===== src/rtl/branch_predictor_2bit.sv =====
`default_nettype none
// ============================================================================
//  Module      : branch_predictor_2bit
//  Description : Per-branch 2-bit saturating-counter branch history table.
//                Predicts in IF, tracks the IF/ID entry, checks the outcome
//                in ID, and updates counters and branch statistics.
//  Revision    : 1.0 - initial release
// ============================================================================
module branch_predictor_2bit #(
    parameter int         IDX_W      = 5,
    parameter logic [1:0] INIT_STATE = 2'b01,
    parameter int         CNT_W      = 32
) (
    input  logic             clk,
    input  logic             rst_n,
    input  logic [31:0]      if_pc,
    input  logic             if_is_branch,
    input  logic             if_id_stall,
    input  logic             if_id_flush,
    input  logic             id_resolve,
    input  logic             id_taken,
    output logic             predict_taken,
    output logic             correct,
    output logic [CNT_W-1:0] br_count,
    output logic [CNT_W-1:0] miss_count
);

    localparam int c_ENTRIES = 1 << IDX_W;

    logic [1:0]       r_bht [c_ENTRIES];
    logic             r_pend_valid;
    logic             r_pend_pred;
    logic [IDX_W-1:0] r_pend_idx;
    logic             r_pend_done;
    logic [CNT_W-1:0] r_br_count;
    logic [CNT_W-1:0] r_miss_count;

    logic [IDX_W-1:0] w_idx;
    logic             w_predict;
    logic             w_upd;
    logic             w_miss;
    logic [1:0]       w_cur;
    logic [1:0]       w_next;

    // PC bits outside the index field are deliberately ignored (aliasing, no tags)
    logic             w_unused_pc_bits;
    assign w_unused_pc_bits = ^{if_pc[31:IDX_W+2], if_pc[1:0]};

    // IF-stage lookup: read returns the stored value, no bypass of a same-edge write
    assign w_idx     = if_pc[IDX_W+1:2];
    assign w_predict = if_is_branch & r_bht[w_idx][1];

    // One update per pending branch; correct is independent of the stall input
    assign w_upd  = r_pend_valid & ~r_pend_done & id_resolve;
    assign w_miss = w_upd & (id_taken != r_pend_pred);

    // Saturating 2-bit counter step for the pending entry
    assign w_cur  = r_bht[r_pend_idx];
    always_comb begin
        w_next = w_cur;
        if (id_taken) begin
            if (w_cur != 2'b11) w_next = w_cur + 2'd1;
        end else begin
            if (w_cur != 2'b00) w_next = w_cur - 2'd1;
        end
    end

    // History table: reset to INIT_STATE, write the resolved entry on update
    always_ff @(posedge clk or negedge rst_n) begin
        if (!rst_n) begin
            for (int i = 0; i < c_ENTRIES; i++) begin
                r_bht[i] <= INIT_STATE;
            end
        end else if (w_upd) begin
            r_bht[r_pend_idx] <= w_next;
        end
    end

    // Pending register mirrors the IF/ID entry; stall wins over flush
    always_ff @(posedge clk or negedge rst_n) begin
        if (!rst_n) begin
            r_pend_valid <= 1'b0;
            r_pend_pred  <= 1'b0;
            r_pend_idx   <= '0;
            r_pend_done  <= 1'b0;
        end else if (if_id_stall) begin
            if (w_upd) r_pend_done <= 1'b1;
        end else if (if_id_flush) begin
            r_pend_valid <= 1'b0;
            r_pend_done  <= 1'b0;
        end else begin
            r_pend_valid <= if_is_branch;
            r_pend_pred  <= w_predict;
            r_pend_idx   <= w_idx;
            r_pend_done  <= 1'b0;
        end
    end

    // Statistics counters saturate at all-ones instead of wrapping
    always_ff @(posedge clk or negedge rst_n) begin
        if (!rst_n) begin
            r_br_count   <= '0;
            r_miss_count <= '0;
        end else if (w_upd) begin
            if (~&r_br_count)             r_br_count   <= r_br_count + 1'b1;
            if (w_miss && ~&r_miss_count) r_miss_count <= r_miss_count + 1'b1;
        end
    end

    assign predict_taken = w_predict;
    assign correct       = ~w_miss;
    assign br_count      = r_br_count;
    assign miss_count    = r_miss_count;

endmodule
`default_nettype wire


===== config.mk =====
export PLATFORM = sky130hd
export DESIGN_NAME = branch_predictor_2bit
export DESIGN_NICKNAME = d
export VERILOG_FILES = /design/src/rtl/branch_predictor_2bit.sv
export SDC_FILE = /design/constraint.sdc
export NUM_CORES = 1
export LEC_CHECK = 0
export CAP_MARGIN = 25
export CORE_ASPECT_RATIO = 1.25
export CORE_UTILIZATION = 30
export CTS_CLUSTER_SIZE = 40
export DETAILED_ROUTE_END_ITERATION = 16
export GPL_TIMING_DRIVEN = 0
export SETUP_SLACK_MARGIN = 0.15
export SLEW_MARGIN = 20
export SYNTH_ARGS = -nofsm -noshare
export SYNTH_HDL_FRONTEND = slang
export SYNTH_SLANG_ARGS = --single-unit
export TNS_END_PERCENT = 20

===== constraint.sdc =====
create_clock -name clk -period 3.2 [get_ports clk]
set_input_delay 0.8 -clock clk [delete_from_list [all_inputs] [get_ports clk]]
set_output_delay 0.8 -clock clk [all_outputs]
set_load 0.02 [all_outputs]

# == Yosys cells after proc, flatten, opt, wreduce, memory -nomap -nowiden ==
# Cells that the tools add are included.
# totals
regBits,136
in_bits,39
out_inout_bits,66
wordCells,83
# op_classes
add_sub_neg,4
magnitude_cmp,3
n_eq_ne,3
n_mux,15
bitwise,11
n_reduce_logical,9
# ops
cell,count
$add A32 B1 Y32 const B,2
$bwmux W64,1
$reduce_and A32 Y1,2
$bmux W2 S5,2
$mux W2,8
$ge A6 B6 Y1 const B,2
$not A5 Y6,2
$demux W2 S5,1
$lt A6 B1 Y1 const B,1
$reduce_and A2 Y1,3
$not A1 Y1,5
$and A1 B1 Y1,4
$mux W1,3
$add A2 B1 Y2 const B,1
$logic_and A1 B1 Y1,2
$ne A2 B1 Y1 const B,1
$ne A2 B2 Y1 const B,1
$reduce_bool A2 Y1,1
$sub A2 B1 Y2 const B,1
$logic_not A1 Y1,1
$ne A1 B1 Y1,1

# == Logic depth before layout (Yosys ltp) ==
# depth
word_depth,8
depth_mapped,9
depth_no_buf,6

# == Worst setup path before layout ==
# No wires, ideal clock.
# synth_path
path_kind,input-to-output
startpoint,in if_pc[2]
endpoint,out predict_taken
arrival_ns,2.259
required_time_ns,2.400
path_slack_ns,0.141
cell_stages,5
path_cell_list,buf_2 mux4_2 mux4_2 mux2i_1 nor2b_1
# synth_between
elab_chain_len,5
# synth_rtl
element,line,text
from (decl),16,"input logic [31:0] if_pc,"
$not A5 Y6 (implied by the code),51,assign w_predict = if_is_branch & r_bht[w_idx][1];
$bmux W2 S5,51,
$mux W2 (implied by the code) (2 in series),51,
$and A1 B1 Y1,51,
to (decl),22,"output logic predict_taken,"
# Every way passes these cells. The select of a mux whose other input is x is not followed.

# == Worst setup path after layout ==
# Same ends and word-level chain as after synthesis.

==> results.md <==
- Synth Area per Inst: approximately 11 um^2
- Final WL: about 17 mm
- Clk slew on worst S/H paths: about 60 ps
- Crit-path cells: buf_16 -> mux4_2 -> mux4_2 -> mux2i_2 -> nor2b_1 -> buf_4
- Sequential fraction of the synthesis area: between 40% and 50%
- Worst R2R End: r_bht[6]
- Post-synth top cells: 104 x dfrtp_1, 94 x nand2_1, 39 x mux2_2, 33 x mux2i_1, 33 x nor2_1
- Unrepaired setup endpoints after global routing: true
- Vias per cell: between 5 and 6
- Pwr dens: just under 600 nW/um^2
- Via Count: about 5,100
- Clock sink count: 136
- TritonCTS clock tree: done
- DIE HEIGHT: about 170 um
- Rel. slew slack: 37.05%
- GR Util met2: between 20 and 30%
- Clock Tree Buf Depth: 2
- Synth cell types: 52
- Syn Inst Count: 630
- Die area: 23,690 um^2
- Initial drt markers: between 300 and 400
- Fin util: about two fifths
- GR met3 Demand/Resource: 3.507%
- Max-cap violation count: 0
- First-pass GRT wire length: ~28 mm
- Final hold vios: 0
- Clock Skew: around 7.2 ps
- Post-Synth Simple-Gate Area: ~17%
- Antenna viol nets, final: 0
- Worst-Margin Slew: about 940 ps
- Status: finished clean
- Die Wd: 137.9 um
- RD Place Congestion: 0.8856
- Min cycle time layout: around 3200 ps
- Global routing usage on met1: 20.21%
- Max H-tree Level: 4
- Final slew viol count: 0
- GRT Total Usage: 15.63%
- Mapped Nets: 671
- Vias in the first global route: 5,135
- CTS buffer count: 17
- Critical Path RT: around 2400 ps
- Largest net degree at the start of global routing: just over 90
- Initial antenna violation count: 0
- Yosys warnings: 0
- Nets: ~770
- Slowest stage delay, CP: around 530 ps
- Mapped cell area: about 6900 um^2
- Min Hold Slack: ~260 ps
- DP Area: a little over 8000 um^2
- Row count: 61
- Residual DRC count: 0
- Post-CTS setup buffer count: 0
- Ys async rst share: 100.0%
- Antenna diode instance count: 0
- Post-Synth XOR/XNOR Area: ~8%
- Top Usage Layer GRT: met2
- Most Frequent Cell on Critical Path: mux4_2
- #FFs+latches synth: ~140
- Crit path launch type: input pin
- Reg2Reg Depth: 9
- Final worst slack: 35.22 ps
- IO Port Bufs: 75
- Area leader, netlist: dfrtp_1
- Worst Setup EP: predict_taken
- Place WS: -753.0 ps
- Final Setup Violations: 0
- Clk_lat worst skew: 420 ps
- Flop2flop setup slack: roughly 510 ps
- Worst-path maximum fanout: 5
- Synth Area in Adders: 0.3615%
- Crit path capture type: output port
- Synth area leaders: dfrtp_1 38%, dfstp_2 12%, mux2_2 6.3%, nand2_1 5.1%, mux2i_1 4.8%
- Standard cell with the maximum stage delay on the critical path: mux4_2
- Hold buffer count at cts: 0
- Finished Cell Area: just under 9000 um^2
- Share of layout cells above drive strength 1: about a fifth
- Synth Area in Compound Gates: between 7 and 8%
- Reg-to-Reg Start: r_pend_idx[0]
- Crit path kind: input pin to output port
- Main synth FF type: dfrtp_1
- Largest family of logic cells by synthesized area: simple AND/OR/NAND/NOR gates
- Most frequent cell after synthesis: dfrtp_1
- Iteration count of the initial detailed-routing pass: 5
- Total gr overflow: 0
- WP data arrival: between 2000 and 2500 ps
- Final setup TNS: 0 ps
- # fillers: between 2,000 and 2,500
- Wirelength per Cell: 16.87 um
- Initial core utilization: just over 30%
- DP HPWL: between 10 and 15 mm
- CTS root buffer: clkbuf_16
- Post-synth EDFFs: 0
- Core box area: 22,440 um^2
- Worst Setup SP: if_pc[2]
- VDD IR max: around 0.32 mV
- Post-synth top area share: between 30% and 40%
- Ports: between 100 and 150
- Mux contribution to synthesized area: between 10 and 15%
- Fin crit share: between 90 and 100%
- Area Overhead vs Synth: 25.85%
- LEAKAGE: around 3.7 nW
- Hold Path Class: input pin to async pin
- Fmax: roughly 320 MHz
flip-flops by register name (all words and copies together), names as in the netlist:
name,count
r_bht,64
br_count,32
miss_count,32
r_pend_idx,5
r_pend_done,1
r_pend_pred,1
r_pend_valid,1
power breakdown:
| group | leakage (nW) | internal, mW | total, mW | switching, mW |
|---|---|---|---|---|
| Sequential | 1.73 | 1.99 | 2.15 | 0.162 |
| Clock | 0.287 | 1.26 | 1.99 | 0.728 |
| Combinational | 1.69 | 0.423 | 0.963 | 0.540 |
through the flow:
step	power [mW]	std cells
final	5.098	1021
after global routing	5.343	1021
after CTS	5.148	1020
after detailed placement	3.138	989
after global placement	3.113	988
after floorplan	2.749	630
how the worst min path moves through the flow:
stage / end / slack (ps) / depth (start not counted)
2_1_floorplan: r_bht[62] / 450 / 2
3_3_place_gp: r_bht[34] / 460 / 2
3_5_place_dp: r_bht[46] / 460 / 2
4_1_cts: miss_count[16] / 260 / 1
5_1_grt: miss_count[28] / 280 / 1
6_report: miss_count[28] / 260 / 1
cells in the final DEF (no fill, tap or decap), types with 7 or more instances in the layout:
| cell | instances |
|---|---|
| o31ai_1 | 32 |
| dfrtp_1 | 104 |
| clkdlybuf4s50_1 | 70 |
| xor2_1 | 30 |
| clkbuf_1 | 8 |
| nand3_1 | 22 |
| dfstp_2 | 32 |
| nand4_1 | 16 |
| inv_1 | 11 |
| xnor2_1 | 32 |
| buf_2 | 16 |
| mux2_2 | 39 |
| nand3b_1 | 7 |
| nand2_1 | 94 |
| o221ai_1 | 8 |
| mux2i_1 | 32 |
| and3_1 | 11 |
| mux4_2 | 10 |
| o22ai_1 | 8 |
| clkbuf_16 | 18 |
| nor3_1 | 16 |
| nor2_1 | 33 |
critical path: cells and delay by family:
family / cells / cell delay, ps
and+or+nand+nor: 1 / 80
muxes: 3 / 1210
buffers and inverters: 2 / 270
repair_timing:
action                                 4_1_cts  5_1_grt
resized for setup                           16        1
gates cloned                                 0        1
endpoints found under the hold margin        0        0
setup endpoints to repair                    2        2
pin swaps                                    0        1
final cells by class:
type / count / area, um^2 / area share (%)
clock inverters: 8 / 121.4 / 1.393
inverters: 12 / 45.04 / 0.5171
clock buffers: 23 / 467.9 / 5.372
multi-input cells: 455 / 3313 / 38.04
well taps: 283 / 354.1 / 4.065
plain buffers: 27 / 163.9 / 1.882
flip-flops and latches: 136 / 3443 / 39.53
repair buffers: 77 / 802.0 / 9.207
layer usage:
layer | share of wire (%) | up-vias
met1 | 46 | 2532
met3 | 4.0 | 18
met5 | 0 | -
li1 | - | 2478
met4 | 1.6 | 0
met2 | 49 | 121
logic make-up after synthesis:
| logic type | count (synthesis) |
|---|---|
| flops | 136 |
| compound gates | 70 |
| buf+inv | 39 |
| mux | 82 |
| xor+xnor | 62 |
| simple gates | 239 |
| fa+ha+maj | 2 |
Power figures use the tool's default switching activity.
